--- config.mk ---
export PLATFORM = sky130hd
export DESIGN_NAME = nonce_search_ctrl
export DESIGN_NICKNAME = d
export VERILOG_FILES = /design/src/rtl/nonce_pkg.sv /design/src/rtl/nonce_cmp.sv /design/src/rtl/nonce_search_ctrl.sv
export SDC_FILE = /design/constraint.sdc
export NUM_CORES = 1
export LEC_CHECK = 0
export CAP_MARGIN = 10
export CORE_MARGIN = 5
export CORE_UTILIZATION = 46
export DETAILED_ROUTE_END_ITERATION = 6
export HOLD_SLACK_MARGIN = 0.05
export PLACE_DENSITY = 0.85
export SKIP_LAST_GASP = 1
export SLEW_MARGIN = 25
export SYNTH_ARGS = -nofsm -noshare
export SYNTH_HDL_FRONTEND = slang
export SYNTH_SLANG_ARGS = --single-unit
--- constraint.sdc ---
create_clock -name clk -period 4.05 [get_ports clk]
set_input_delay 0.81 -clock clk [delete_from_list [all_inputs] [get_ports clk]]
set_output_delay 0.81 -clock clk [all_outputs]
set_load 0.05 [all_outputs]
--- src/rtl/nonce_pkg.sv ---
// Shared types and widths for the nonce search controller.
package nonce_pkg;

  localparam int NONCE_W = 32;
  localparam int HASH_W  = 32;

  typedef enum logic [2:0] {
    IDLE,
    ISSUE,
    WAIT,
    FOUND,
    DONE
  } state_t;

endpackage

--- src/rtl/nonce_cmp.sv ---
// Hit detector: a digest word strictly below the target counts as a hit.
module nonce_cmp
  import nonce_pkg::*;
(
  input  logic [HASH_W-1:0] hash,
  input  logic [HASH_W-1:0] target,
  output logic              hit
);

  assign hit = (hash < target);

endmodule

--- src/rtl/nonce_search_ctrl.sv ---
// Walks a nonce range through a single-outstanding hash core and reports the first hit.
// Optional feature: define NONCE_STATS_EN to add the saturating 'attempts' counter output.
module nonce_search_ctrl
  import nonce_pkg::*;
(
  input  logic               clk,
  input  logic               reset,
  input  logic               start,
  input  logic               abort,
  input  logic [NONCE_W-1:0] nonce_start,
  input  logic [NONCE_W-1:0] nonce_limit,
  input  logic [HASH_W-1:0]  target,
  output logic               core_req,
  output logic [NONCE_W-1:0] core_nonce,
  input  logic               core_ready,
  input  logic               hash_valid,
  input  logic [HASH_W-1:0]  hash_in,
  output logic               valid,
  output logic [NONCE_W-1:0] nonce,
  output logic               busy,
  output logic               exhausted
`ifdef NONCE_STATS_EN
  ,
  output logic [31:0]        attempts
`endif
);

  state_t             state;
  state_t             state_d;
  logic [NONCE_W-1:0] cur;
  logic [NONCE_W-1:0] limit_q;
  logic [HASH_W-1:0]  target_q;
  logic               hit;
  logic               load;
  logic               advance;
  logic               exh_set;
  logic               exh_clr;

  nonce_cmp u_cmp (
    .hash   (hash_in),
    .target (target_q),
    .hit    (hit)
  );

  always_ff @(posedge clk or posedge reset) begin
    if (reset) begin
      state <= IDLE;
    end else begin
      state <= state_d;
    end
  end

  // Abort outranks everything, including a hit arriving in the same cycle.
  always_comb begin
    state_d = state;
    load    = 1'b0;
    advance = 1'b0;
    exh_set = 1'b0;
    exh_clr = 1'b0;
    if (abort) begin
      state_d = IDLE;
      exh_clr = 1'b1;
    end else begin
      case (state)
        IDLE, DONE: begin
          if (start) begin
            state_d = ISSUE;
            load    = 1'b1;
            exh_clr = 1'b1;
          end
        end
        ISSUE: begin
          if (core_ready) begin
            state_d = WAIT;
          end
        end
        WAIT: begin
          if (hash_valid) begin
            if (hit) begin
              state_d = FOUND;
            end else if (cur == limit_q) begin
              state_d = DONE;
              exh_set = 1'b1;
            end else begin
              state_d = ISSUE;
              advance = 1'b1;
            end
          end
        end
        FOUND: begin
          state_d = DONE;
          exh_clr = 1'b1;
        end
        default: begin
          state_d = IDLE;
        end
      endcase
    end
  end

  always_ff @(posedge clk or posedge reset) begin
    if (reset) begin
      cur       <= '0;
      limit_q   <= '0;
      target_q  <= '0;
      exhausted <= 1'b0;
    end else begin
      if (load) begin
        cur      <= nonce_start;
        limit_q  <= nonce_limit;
        target_q <= target;
      end else if (advance) begin
        cur <= cur + 32'd1;
      end
      if (exh_set) begin
        exhausted <= 1'b1;
      end else if (exh_clr) begin
        exhausted <= 1'b0;
      end
    end
  end

  // cur still holds the winning nonce while in FOUND because a hit never advances it.
  assign core_req   = (state == ISSUE);
  assign core_nonce = (state == ISSUE) ? cur : '0;
  assign busy       = (state == ISSUE) || (state == WAIT);
  assign valid      = (state == FOUND);
  assign nonce      = (state == FOUND) ? cur : '0;

`ifdef NONCE_STATS_EN
  logic hash_taken;

  assign hash_taken = !abort && (state == WAIT) && hash_valid;

  always_ff @(posedge clk or posedge reset) begin
    if (reset) begin
      attempts <= '0;
    end else if (load) begin
      attempts <= '0;
    end else if (hash_taken && (attempts != 32'hFFFF_FFFF)) begin
      attempts <= attempts + 32'd1;
    end
  end
`endif

endmodule

* Yosys cells after proc, flatten, opt, wreduce, memory -nomap -nowiden
Index checks and enable logic that the tools add are counted.
Cells by class: $add $sub $neg 1, magnitude comparators 1, eq/ne operators 8, multiplexer cells 28, reduce and logical (&&, ||, !) cells 6
Operator list (number):
- 32-bit two-way mux | 4
- 32-bit by 1-bit adder with 32-bit output (second input constant) | 1
- 32-bit equality test | 1
- 32-bit less-than comparator | 1
- 3-bit two-way mux | 6
- 1-bit two-way mux | 16
- 3-bit case mux with 4 select lines | 1
- 3-bit by 2-bit equality test with 1-bit output (second input constant) | 2
- 3-bit != test (second input constant) | 2
- 2-bit nonzero test | 2
- 3-bit by 1-bit equality test with 1-bit output (second input constant) | 1
- 3-bit equality test (second input constant) | 1
- 3-bit zero test | 1
- 3-bit by 2-bit != test with 1-bit output (second input constant) | 1
- 3-bit AND reduction | 1
- 1-bit case mux with 2 select lines | 1
- 2-bit OR reduction | 1
- 1-bit logical OR | 1
Word-level totals: register bits after elaboration 100, input bits 134, output and inout bits 68

* Longest topological paths before layout
Gate-level depths: netlist of the first run.
depth in word-level cells 8, mapped depth 11, gate-level depth less buffers 10

* Hierarchy
From an unflattened synthesis of the first run, not the netlist that was laid out.
Unflattened totals: cells, all modules 771, area, all modules 6322.3 µm²
Modules (own cells, without submodules):
- nonce_search_ctrl | instances 1, cells each 661, area an instance 5524.0 µm²
- nonce_cmp | instances 1, cells each 110, area an instance 798.3 µm²

* Worst setup path after synthesis of the first run
OpenSTA, ideal clock, no wires.
path type register to output, start reg state[0], end out core_nonce[25], arrival 2.546 ns, setup slack 0.694 ns, cell stages (with the launch flop) 6, buffers on the path 3, cells stage by stage dfrtp_1 -> clkbuf_1 -> inv_1 -> clkbuf_1 -> clkbuf_1 -> nor4_1
On the way: cells in the longest elaborated chain, start to end 2
Ends and longest elaborated chain:
- from (decl) | RTL line nonce_search_ctrl.sv:28 | state_t state;
- from (signal assigned) | RTL line nonce_search_ctrl.sv:49 | state <= state_d;
- 3-bit by 1-bit equality test with 1-bit output | RTL line nonce_search_ctrl.sv:125 | assign core_nonce = (state == ISSUE) ? cur : '0;
- 32-bit two-way mux | RTL line nonce_search_ctrl.sv:125
- to (decl) | RTL line nonce_search_ctrl.sv:14 | output logic [NONCE_W-1:0] core_nonce,
No other way between the ends.

* Worst setup path in the final report of the first run
start in hash_in[14], end reg cur[29]
On the way: cells in the longest elaborated chain, start to end 6
Ends and longest elaborated chain:
- from (decl) | RTL line nonce_search_ctrl.sv:17 | input logic [HASH_W-1:0] hash_in,
- 32-bit less-than comparator | RTL line nonce_cmp.sv:10 | assign hit = (hash < target);
- 1-bit two-way mux | RTL line nonce_search_ctrl.sv:79 | if (hit) begin
- 1-bit two-way mux | RTL line nonce_search_ctrl.sv:78 | if (hash_valid) begin
- 1-bit two-way mux | RTL line nonce_search_ctrl.sv:64 | case (state)
- 1-bit two-way mux | RTL line nonce_search_ctrl.sv:60 | if (abort) begin
- 2-bit nonzero test (no line)
- to (signal assigned) | RTL line nonce_search_ctrl.sv:109 | cur <= nonce_start;
- to (signal assigned) | RTL line nonce_search_ctrl.sv:113 | cur <= cur + 32'd1;
- to (decl) | RTL line nonce_search_ctrl.sv:30 | logic [NONCE_W-1:0] cur;
No other way between the ends. A chain may end at the register's enable or synchronous reset.

==> results.py, run 1 <==
metrics = {
    "status": {
        "outcome": "finished, final reports clean",
    },
    "synth": {
        "ys_ff_latch": 100,
        "netlist_instances": 722,
        "synth_cell_types": 45,
        "sequential_area_share_after_synthesis_pct": 42.1,
        "asyncSetResetFlopFracSynth_pct": 100,
        "synth_largest_area_cell": "dfrtp_1",
        "ys_top_cells_by_area": "dfrtp_1 42%, nand2_1 12%, xnor2_1 8.8%, ha_1 6.7%, o21ai_0 5.4%",
        "synth_enable_flop_cells": 0,
        "net_count_after_synthesis": 888,
        "synth_commonest_cells": "183 x nand2_1, 100 x dfrtp_1, 64 x o21ai_0, 60 x xnor2_1, 48 x and2_1",
        "post-synth-top-count-cell": "nand2_1",
        "syn_area_sq_mm": 0.00595,
        "synth_top_cell_area_share_pct": 42.1,
        "syn_area_per_cell_sq_um": 8.24,
        "synth_flop_cell": "dfrtp_1",
        "yosysWarnings": 0,
    },
    "power_and_ir_drop": {
        "power.switching_fraction_pct": 34.4,
        "pwr-share-clk_pct": 27.1,
        "power_frac_comb_pct": 30.7,
        "pwr-share-seq_pct": 42.2,
        "worst_ir_drop_vdd_uv": 252,
        "power.switching_mw": 1.18,
        "static-leakage-power_nw": 3.55,
        "internal_power_mw": 2.25,
        "power_density_mw_per_mm2": 410,
    },
    "critical_path": {
        "cp_slowest_cell": "or4b_1",
        "worstReg2RegStart": "target_q[14]",
        "worst-endpoint-required_ns": 4.31,
        "critical_path.startpoint_type": "input pin",
        "worstSetupPathType": "in -> reg",
        "cp_data_arrival_time_ns": 3.79,
        "r2r_cells": 10,
        "startpoint": "hash_in[14]",
        "critPathMaxFanout": 5,
        "timing.critical_path.cells": "clkdlybuf4s50_1, ha_1, nand4_1, nor3_1, or4b_1, a31oi_2, o2111ai_1, or2_1, or3_1, a31oi_1",
        "stage_delay_of_the_slowest_cell_on_the_critical_path_ns": 0.51,
        "end_kind": "flop",
    },
    "drt": {
        "dr_vias": 5636,
        "detailedRoute.firstPassIterationCount": 6,
        "detail_route.drc_violations": 0,
        "antenna_violating_nets_post_route": 0,
        "drt_iter0_drc": 498,
        "wire_per_inst_um": 17.2,
        "avgViaCountPerCell": 5.21,
        "detail_route.wirelength_um": 18600,
    },
    "global_routing": {
        "groute.usage.overall_pct": 24.5,
        "via_count_of_the_first_global_routing_pass": 5522,
        "grt_pass1_wl_um": 28800,
        "initial_antenna_violation_count": 0,
        "grt_start_max_net_pins": 82,
        "grt.overflow.total": 0,
    },
    "final_layout": {
        "multi_input_comb_area_sq_mm": 0.00313,
        "nNetsFinal": 1070,
        "drive_gt1_share_pct": 6.93,
        "final_standard_cell_count_with_taps_included_and_fillers_excluded": 1081,
        "sequential_cell_area_sq_mm": 0.00250,
        "num-fill-cells": 1068,
        "insertedDiodeCount": 0,
        "synth_to_layout_area_growth_pct": 40.7,
    },
    "sta": {
        "setup-violations-final": 0,
        "final_min_period_over_clock_period_pct": 87.2,
        "final_hold_viol_count": 0,
        "achievable-frequency_ghz": 0.283,
        "tightestPinTransition_ns": 0.749,
        "post-route-min-period_ns": 3.53,
        "rsz_0062_raised_after_global_routing": "no",
        "fin_skew_ns": 0.00887,
        "setup_tns_ns": 0,
        "drv_slew": 0,
        "slew_headroom_pct": 50.1,
    },
    "die": {
        "dieWidth_um": 124,
        "floorplan.die_area_sq_mm": 0.0153,
        "core-area_sq_mm": 0.0127,
        "ioPinCount": 202,
        "die_height_um": 124,
        "placementRows": 41,
        "initial_core_util_pct": 47.0,
    },
    "worst_hold_path": {
        "timing.hold.worst_path_depth": 2,
        "hold_path_startpoint": "target_q[0]",
        "hold_path.class": "reg -> reg",
    },
    "clock_tree": {
        "number_of_gates_resized_after_cts": 0,
        "clk_transition_reported_paths_ns": 0.07,
        "clk-insertion-delay-late_ns": 0.34,
        "cts.hold.buffers_added": 0,
        "cts.repair_timing.setup_buffer_count": 0,
        "cts_made_buffers": 9,
        "cts_max_level": 3,
        "clock-root-buffer": "clkbuf_16",
        "clk_path_buf_depth": 2,
        "clkSinkCount": 100,
        "cts_tree": "yes",
    },
    "placed_design": {
        "dp_hpwl_um": 14100,
        "placed_cells": 1065,
        "finalWeightedCongestion": 0.889,
        "port_buffers": 201,
    },
    "job": {
        "max_cap_violations": 0,
    },
}
==> cell families (layout without fill, tap and decap cells) <==
logic type      count (synthesis)  in the layout  share of synthesized area [%]
simple gates                  343            343                           27.2
compound gates                100            100                           9.31
flops                         100            100                           42.1
buf+inv                        85            272                           5.55
xor+xnor                       60             60                           8.83
fa+ha+maj                      32             32                           6.73
mux                             2              2                          0.357
==> routing by layer <==
layer | track usage [%] | share of wire (%)
met3 | 3.81 | 6.4
met4 | 9.34 | 3.3
met5 | 0 | 0
met1 | 33.1 | 42
met2 | 39.7 | 48
==> sequential cells by signal, summed over array words and instances (netlist names) <==
register,cells
state,3
cur,32
limit_q,32
target_q,32
exhausted,1
==> power groups by stage <==
stage | combinational, mW | clock (mW) | sequential [mW]
2_1_floorplan | 0.732 | 0 | 1.34
3_3_place_gp | 1.01 | 0 | 1.45
3_5_place_dp | 1.04 | 0 | 1.45
4_1_cts | 1.06 | 0.940 | 1.44
5_1_grt | 1.17 | 0.988 | 1.47
6_report | 1.05 | 0.930 | 1.45
==> final timing paths <==
check	endpoint	slack, ns
max reg2reg	cur[29]	1.04
max	cur[29]	0.52
min	target_q[0]	0.48
min reg2reg	target_q[0]	0.48
min in group asynchronous	target_q[17]	0.97
max in group asynchronous	cur[19]	2.35
==> metrics by stage <==
stage	instance area, sq um	power, mW	setup WS (ns)	utilization (%)	hold slack [ns]
after floorplan	5950	2.08	0.621	-	0.447
after global placement	8050	2.45	0.443	63.5	0.462
after detailed placement	8050	2.50	0.216	63.5	0.471
after CTS	8370	3.44	0.548	66.1	0.487
after global routing	8370	3.63	0.382	66.1	0.492
final	8370	3.43	0.520	66.1	0.478
==> critical path: cells and delay by family <==
family	cells	cell delay, ns
simple gates	5	1.59
compound gates	3	0.65
buf+inv	1	0.41
fa+ha+maj	1	0.32
==> final cells by class <==
| type | count | area share (%) |
|---|---|---|
| clock buffers | 12 | 2.94 |
| repair buffers | 213 | 24.4 |
| multi-input cells | 537 | 37.4 |
| flip-flops and latches | 100 | 29.9 |
| well taps | 172 | 2.57 |
| inverters | 43 | 1.99 |
| clock inverters | 4 | 0.867 |
==> placed cells by master, fill, tap and decap left out, drive strengths merged, types with 18 or more instances in the layout <==
cell / Yosys / final
dfrtp: 100 / 100
nor2: 32 / 32
xnor2: 60 / 60
nand2: 183 / 183
nor3: 23 / 23
inv: 43 / 43
o21ai: 64 / 64
buf: 3 / 37
ha: 32 / 32
and2: 48 / 48
a21oi: 18 / 18
clkdlybuf4s50: 0 / 176
Note: power is estimated with default switching activity, not from simulation.
==> inputs of run 2 (changes only) <==
--- a/config.mk
+++ b/config.mk
@@ -6,6 +6,7 @@
 export NUM_CORES = 1
 export LEC_CHECK = 0
 export CAP_MARGIN = 10
+export CORE_ASPECT_RATIO = 1.4
 export CORE_MARGIN = 5
 export CORE_UTILIZATION = 46
 export DETAILED_ROUTE_END_ITERATION = 6
==> results.py, run 2 (same netlist as run 1, synthesis figures left out) <==
metrics = {
    "status": {
        "outcome": "finished, final reports clean",
    },
    "drt": {
        "wire_per_inst_um": 16.6,
        "dr_vias": 5523,
        "avgViaCountPerCell": 5.20,
        "detailedRoute.firstPassIterationCount": 5,
        "detail_route.drc_violations": 0,
        "detail_route.wirelength_um": 17600,
        "drt_iter0_drc": 225,
        "antenna_violating_nets_post_route": 0,
    },
    "critical_path": {
        "critPathMostFrequentCell": "nor3_1",
        "worst-endpoint-required_ns": 4.27,
        "cp_data_arrival_time_ns": 3.66,
        "critical_path.startpoint_type": "input pin",
        "end_kind": "flop",
        "cp_slowest_cell": "or4b_1",
        "critPathMaxFanout": 11,
        "worstSetupPathType": "in -> reg",
        "cpLargestDelayFamily": "simple AND/OR/NAND/NOR gates",
        "stage_delay_of_the_slowest_cell_on_the_critical_path_ns": 0.50,
        "number_of_buffer_and_inverter_stages_on_the_critical_path": 2,
        "timing.critical_path.cells": "clkdlybuf4s50_1, ha_1, nand4_1, nor3_1, or4b_1, a31oi_2, o211ai_1, buf_4, nor3_1, xnor2_1, o21ai_0",
    },
    "sta": {
        "tightestPinTransition_ns": 0.616,
        "slew_headroom_pct": 59.0,
        "final_critical_path_setup_slack_ns": 0.610,
        "setup-violations-final": 0,
        "final_min_period_over_clock_period_pct": 84.9,
        "setup_tns_ns": 0,
        "fin_skew_ns": 0.00849,
        "rsz_0062_raised_after_global_routing": "no",
        "post-route-min-period_ns": 3.44,
        "achievable-frequency_ghz": 0.291,
        "drv_slew": 0,
        "final_hold_viol_count": 0,
    },
    "die": {
        "die_height_um": 145,
        "placementRows": 49,
        "core-area_sq_mm": 0.0128,
        "initial_core_util_pct": 46.7,
        "floorplan.die_area_sq_mm": 0.0153,
        "ioPinCount": 202,
        "dieWidth_um": 106,
    },
    "clock_tree": {
        "clk-insertion-delay-late_ns": 0.35,
        "clock-root-buffer": "clkbuf_16",
        "cts_tree": "yes",
        "cts_made_buffers": 9,
        "cts.repair_timing.setup_buffer_count": 0,
        "number_of_gates_resized_after_cts": 0,
        "clkSinkCount": 100,
        "cts_max_level": 3,
        "clk_path_buf_depth": 2,
        "cts.hold.buffers_added": 0,
        "clk_transition_reported_paths_ns": 0.07,
    },
    "power_and_ir_drop": {
        "pwr-share-clk_pct": 25.6,
        "power_frac_comb_pct": 31.3,
        "internal_power_mw": 2.13,
        "static-leakage-power_nw": 3.55,
        "power_density_mw_per_mm2": 401,
        "pwr-share-seq_pct": 43.2,
        "worst_ir_drop_vdd_uv": 217,
        "power.switching_fraction_pct": 36.1,
        "total_power_mw": 3.34,
        "power.switching_mw": 1.21,
    },
    "final_layout": {
        "layout_top_registers": "cur (32), limit_q (32), target_q (32)",
        "num-fill-cells": 1099,
        "final_cell_mix": "183 x nand2_1, 176 x clkdlybuf4s50_1, 100 x dfrtp_1, 64 x o21ai_0, 60 x xnor2_1",
        "synth_to_layout_area_growth_pct": 40.0,
        "nNetsFinal": 1070,
        "most_common_cell_after_layout_fill_and_taps_aside": "nand2_1",
        "final_core_util_pct": 65.3,
        "insertedDiodeCount": 0,
        "drive_gt1_share_pct": 7.15,
        "multi_input_comb_area_sq_mm": 0.00313,
        "final_standard_cell_count_with_taps_included_and_fillers_excluded": 1062,
        "sequential_cell_area_sq_mm": 0.00250,
    },
    "global_routing": {
        "grtUsageMet3_pct": 6.97,
        "initial_antenna_violation_count": 1,
        "grt.overflow.total": 0,
        "groute.usage.overall_pct": 23.1,
        "groute.layer.met2.usage_pct": 42.5,
        "grt_pass1_wl_um": 27700,
        "grt_start_max_net_pins": 93,
        "via_count_of_the_first_global_routing_pass": 5627,
        "groute.layer.met1.usage_pct": 25.2,
        "grt-busiest-layer": "met2",
    },
    "placed_design": {
        "finalWeightedCongestion": 0.858,
        "detailedPlace.worstSlack_ns": 0.227,
        "port_buffers": 201,
        "dp_hpwl_um": 13700,
        "placed_cells": 1046,
    },
    "worst_hold_path": {
        "hold_path.class": "reg -> reg",
    },
    "job": {
        "max_cap_violations": 0,
    },
}
## run 2: cell count changes in the layout (fill, tap and decap cells not counted), sizes merged
cell	before	now
clkinv	1	2
bufinv	2	0
inv	43	47
clkbuf	12	9
## run 2: worst paths after layout
kind / startpoint / end / slack (ns) / depth (start not counted)
max reg2reg: state[1] / cur[20] / 1.11 / 8
min in group asynchronous: reset / target_q[3] / 0.89 / 2
min: target_q[0] / target_q[0] / 0.48 / 2
max: hash_in[14] / cur[20] / 0.61 / 11
min reg2reg: target_q[0] / target_q[0] / 0.48 / 2
max in group asynchronous: reset / target_q[31] / 2.35 / 3
## run 2: area by class of cell
| class | count | share of cell area, % |
|---|---|---|
| flip-flops and latches | 100 | 30.0 |
| clock inverters | 7 | 0.811 |
| clock buffers | 9 | 2.70 |
| inverters | 43 | 1.97 |
| well taps | 153 | 2.30 |
| repair buffers | 213 | 24.6 |
| multi-input cells | 537 | 37.6 |
## run 2: worst min-delay path, cell delays in order (launching register included)
cell and delay [ns]:
dfrtp_1 0.34, nand2_1 0.05, nand2_1 0.06
## run 2: layer usage
| layer | up-vias | wire length, um |
|---|---|---|
| met1 | 2562 | 6500 |
| met3 | 29 | 1500 |
| li1 | 2732 | - |
| met5 | - | 13 |
| met2 | 198 | 9250 |
| met4 | 2 | 392 |
## run 2: power groups by stage
stage / sequential, mW / clock [mW] / combinational, mW
after floorplan: 1.34 / 0 / 0.732
after global placement: 1.45 / 0 / 1.02
after detailed placement: 1.46 / 0 / 1.05
after CTS: 1.44 / 0.870 / 1.05
after global routing: 1.46 / 0.913 / 1.16
final: 1.44 / 0.854 / 1.04
## run 2: through the flow
stage	hold WS (ns)	instance area (sq um)
detailed placement	0.470	8040
global placement	0.468	8040
CTS	0.490	8330
global route	0.508	8330
floorplan	0.447	5950
finish	0.483	8330
==> inputs of run 3 (changes only) <==
==> constraint.sdc (replaced) <==
create_clock -name clk -period 3.4 [get_ports clk]
set_input_delay 0.68 -clock clk [delete_from_list [all_inputs] [get_ports clk]]
set_output_delay 0.68 -clock clk [all_outputs]
set_load 0.05 [all_outputs]
==> results.py, run 3 (same netlist as run 1, synthesis figures left out) <==
metrics = {
    "global_routing": {
        "grt.overflow.total": 0,
        "via_count_of_the_first_global_routing_pass": 5769,
        "groute.layer.met1.usage_pct": 25.8,
        "initial_antenna_violation_count": 0,
        "grt_start_max_net_pins": 72,
        "groute.layer.met2.usage_pct": 44.2,
        "grtUsageMet3_pct": 6.43,
        "groute.usage.overall_pct": 23.7,
        "grt-busiest-layer": "met2",
        "grt_pass1_wl_um": 28500,
    },
    "sta": {
        "fin_skew_ns": 0.00793,
        "rsz_0062_raised_after_global_routing": "no",
        "post-route-min-period_ns": 3.19,
        "slew_headroom_pct": 47.7,
        "final_min_period_over_clock_period_pct": 93.8,
        "setup-violations-final": 0,
        "achievable-frequency_ghz": 0.314,
        "tightestPinTransition_ns": 0.784,
        "final_hold_viol_count": 0,
        "drv_slew": 0,
    },
    "drt": {
        "dr_vias": 5553,
        "avgViaCountPerCell": 5.19,
        "detailedRoute.firstPassIterationCount": 5,
        "detail_route.wirelength_um": 18100,
        "detail_route.drc_violations": 0,
        "drt_iter0_drc": 197,
        "antenna_violating_nets_post_route": 0,
        "wire_per_inst_um": 17.0,
    },
    "power_and_ir_drop": {
        "power.switching_mw": 1.41,
        "static-leakage-power_nw": 3.68,
        "pwr-share-seq_pct": 42.5,
        "worst_ir_drop_vdd_uv": 320,
        "pwr-share-clk_pct": 25.7,
        "power_density_mw_per_mm2": 465,
        "internal_power_mw": 2.63,
        "power.switching_fraction_pct": 34.9,
        "total_power_mw": 4.04,
        "power_frac_comb_pct": 31.7,
    },
    "die": {
        "floorplan.die_area_sq_mm": 0.0153,
        "initial_core_util_pct": 46.7,
        "die_height_um": 145,
        "placementRows": 49,
        "core-area_sq_mm": 0.0128,
        "ioPinCount": 202,
        "dieWidth_um": 106,
    },
    "worst_hold_path": {
        "hold_path_startpoint": "limit_q[26]",
        "hold_path.class": "reg -> reg",
        "hold-path-endpoint": "limit_q[26]",
        "timing.hold.worst_path_depth": 2,
    },
    "final_layout": {
        "layout_top_registers": "cur (32), limit_q (32), target_q (32)",
        "layout.cell_area.non_filler_sq_mm": 0.00870,
        "synth_to_layout_area_growth_pct": 46.2,
        "insertedDiodeCount": 0,
        "drive_gt1_share_pct": 9.50,
        "nNetsFinal": 1077,
        "most_common_cell_after_layout_fill_and_taps_aside": "nand2_1",
        "final_cell_mix": "183 x nand2_1, 163 x clkdlybuf4s50_1, 100 x dfrtp_1, 64 x o21ai_0, 60 x xnor2_1",
    },
    "clock_tree": {
        "clk_transition_reported_paths_ns": 0.07,
        "cts.repair_timing.setup_buffer_count": 0,
        "clk_path_buf_depth": 2,
        "clk-insertion-delay-late_ns": 0.35,
        "cts_made_buffers": 9,
        "clkSinkCount": 100,
        "cts_tree": "yes",
        "cts_max_level": 3,
        "clock-root-buffer": "clkbuf_16",
        "number_of_gates_resized_after_cts": 0,
        "cts.hold.buffers_added": 0,
    },
    "critical_path": {
        "stage_delay_of_the_slowest_cell_on_the_critical_path_ns": 0.87,
        "worst-r2r-setup-slack_ns": 0.39,
        "r2r_cells": 7,
        "critPathMaxFanout": 16,
        "cp_data_arrival_time_ns": 2.51,
        "end_kind": "output port",
        "worst-endpoint-required_ns": 2.72,
        "timing.critical_path.cells": "nand2_1, nor3_1, clkdlybuf4s50_1",
        "worstReg2RegStart": "state[1]",
        "critical_path.startpoint_type": "flop",
        "worstSetupPathType": "reg -> out",
        "reg2reg_to": "cur[29]",
        "cp_slowest_cell": "clkdlybuf4s50_1",
    },
    "placed_design": {
        "placed_cell_area_sq_mm": 0.00839,
        "finalWeightedCongestion": 0.882,
        "port_buffers": 201,
        "dp_hpwl_um": 14200,
    },
    "status": {
        "outcome": "finished, final reports clean",
    },
    "job": {
        "max_cap_violations": 0,
    },
}
-- run 3: cell types whose count changed in the layout (fill, tap and decap cells not counted), sizes merged --
cell and delta:
inv -4, clkinv +1, clkbuf +1, bufinv +1, clkinvlp +1, clkdlybuf4s50 -13, buf +20
-- run 3: critical path, delay by kind of cell (launching register included) --
kind                   cells  cell delay, ns
buffers and inverters      1            0.87
and+or+nand+nor            2            0.62
DFF                        1            0.68
-- run 3: power groups by stage --
stage / clock, mW / sequential [mW] / combinational [mW]
final: 1.04 / 1.72 / 1.28
after global routing: 1.10 / 1.74 / 1.43
after CTS: 1.05 / 1.72 / 1.29
after detailed placement: 0 / 1.73 / 1.28
after global placement: 0 / 1.72 / 1.24
after floorplan: 0 / 1.60 / 0.872
-- run 3: worst max path at each step --
stage | from | endpoint | slack (ns) | cells past startpoint
2_1_floorplan | reset | cur[0] | 0.10 | 1
3_3_place_gp | hash_in[13] | cur[31] | -0.02 | 11
3_5_place_dp | hash_in[14] | cur[29] | -0.16 | 10
4_1_cts | hash_in[14] | cur[29] | 0.21 | 10
5_1_grt | hash_in[14] | cur[29] | 0.009 | 10
6_report | state[1] | nonce[19] | 0.21 | 3
-- run 3: area by class of cell --
| class | count | area (sq um) |
|---|---|---|
| Fill cell | 1020 | 4050 |
| Multi-Input combinational cell | 537 | 3140 |
| Sequential cell | 100 | 2500 |
| Timing Repair Buffer | 220 | 2400 |
| Clock buffer | 10 | 239 |
| Tap cell | 153 | 191 |
| Inverter | 43 | 164 |
| Clock inverter | 6 | 63.8 |
-- run 3: metrics by stage --
stage	util [%]	hold WS, ns	cells	TNS [ns]	setup WS (ns)
6_report	68.2	0.498	1069	0	0.211
5_1_grt	68.2	0.523	1069	0	0.00928
4_1_cts	68.1	0.501	1069	0	0.210
3_5_place_dp	65.8	0.484	1053	-1.42	-0.164
3_3_place_gp	65.8	0.462	1053	-0.0451	-0.0228
2_1_floorplan	-	0.447	722	0	0.101
-- run 3: layer usage --
metal  up-vias  routed length, um
met5         -                  0
met4         0                453
met3        29               1390
met1      2544               6850
met2       230               9430
li1       2750                  -
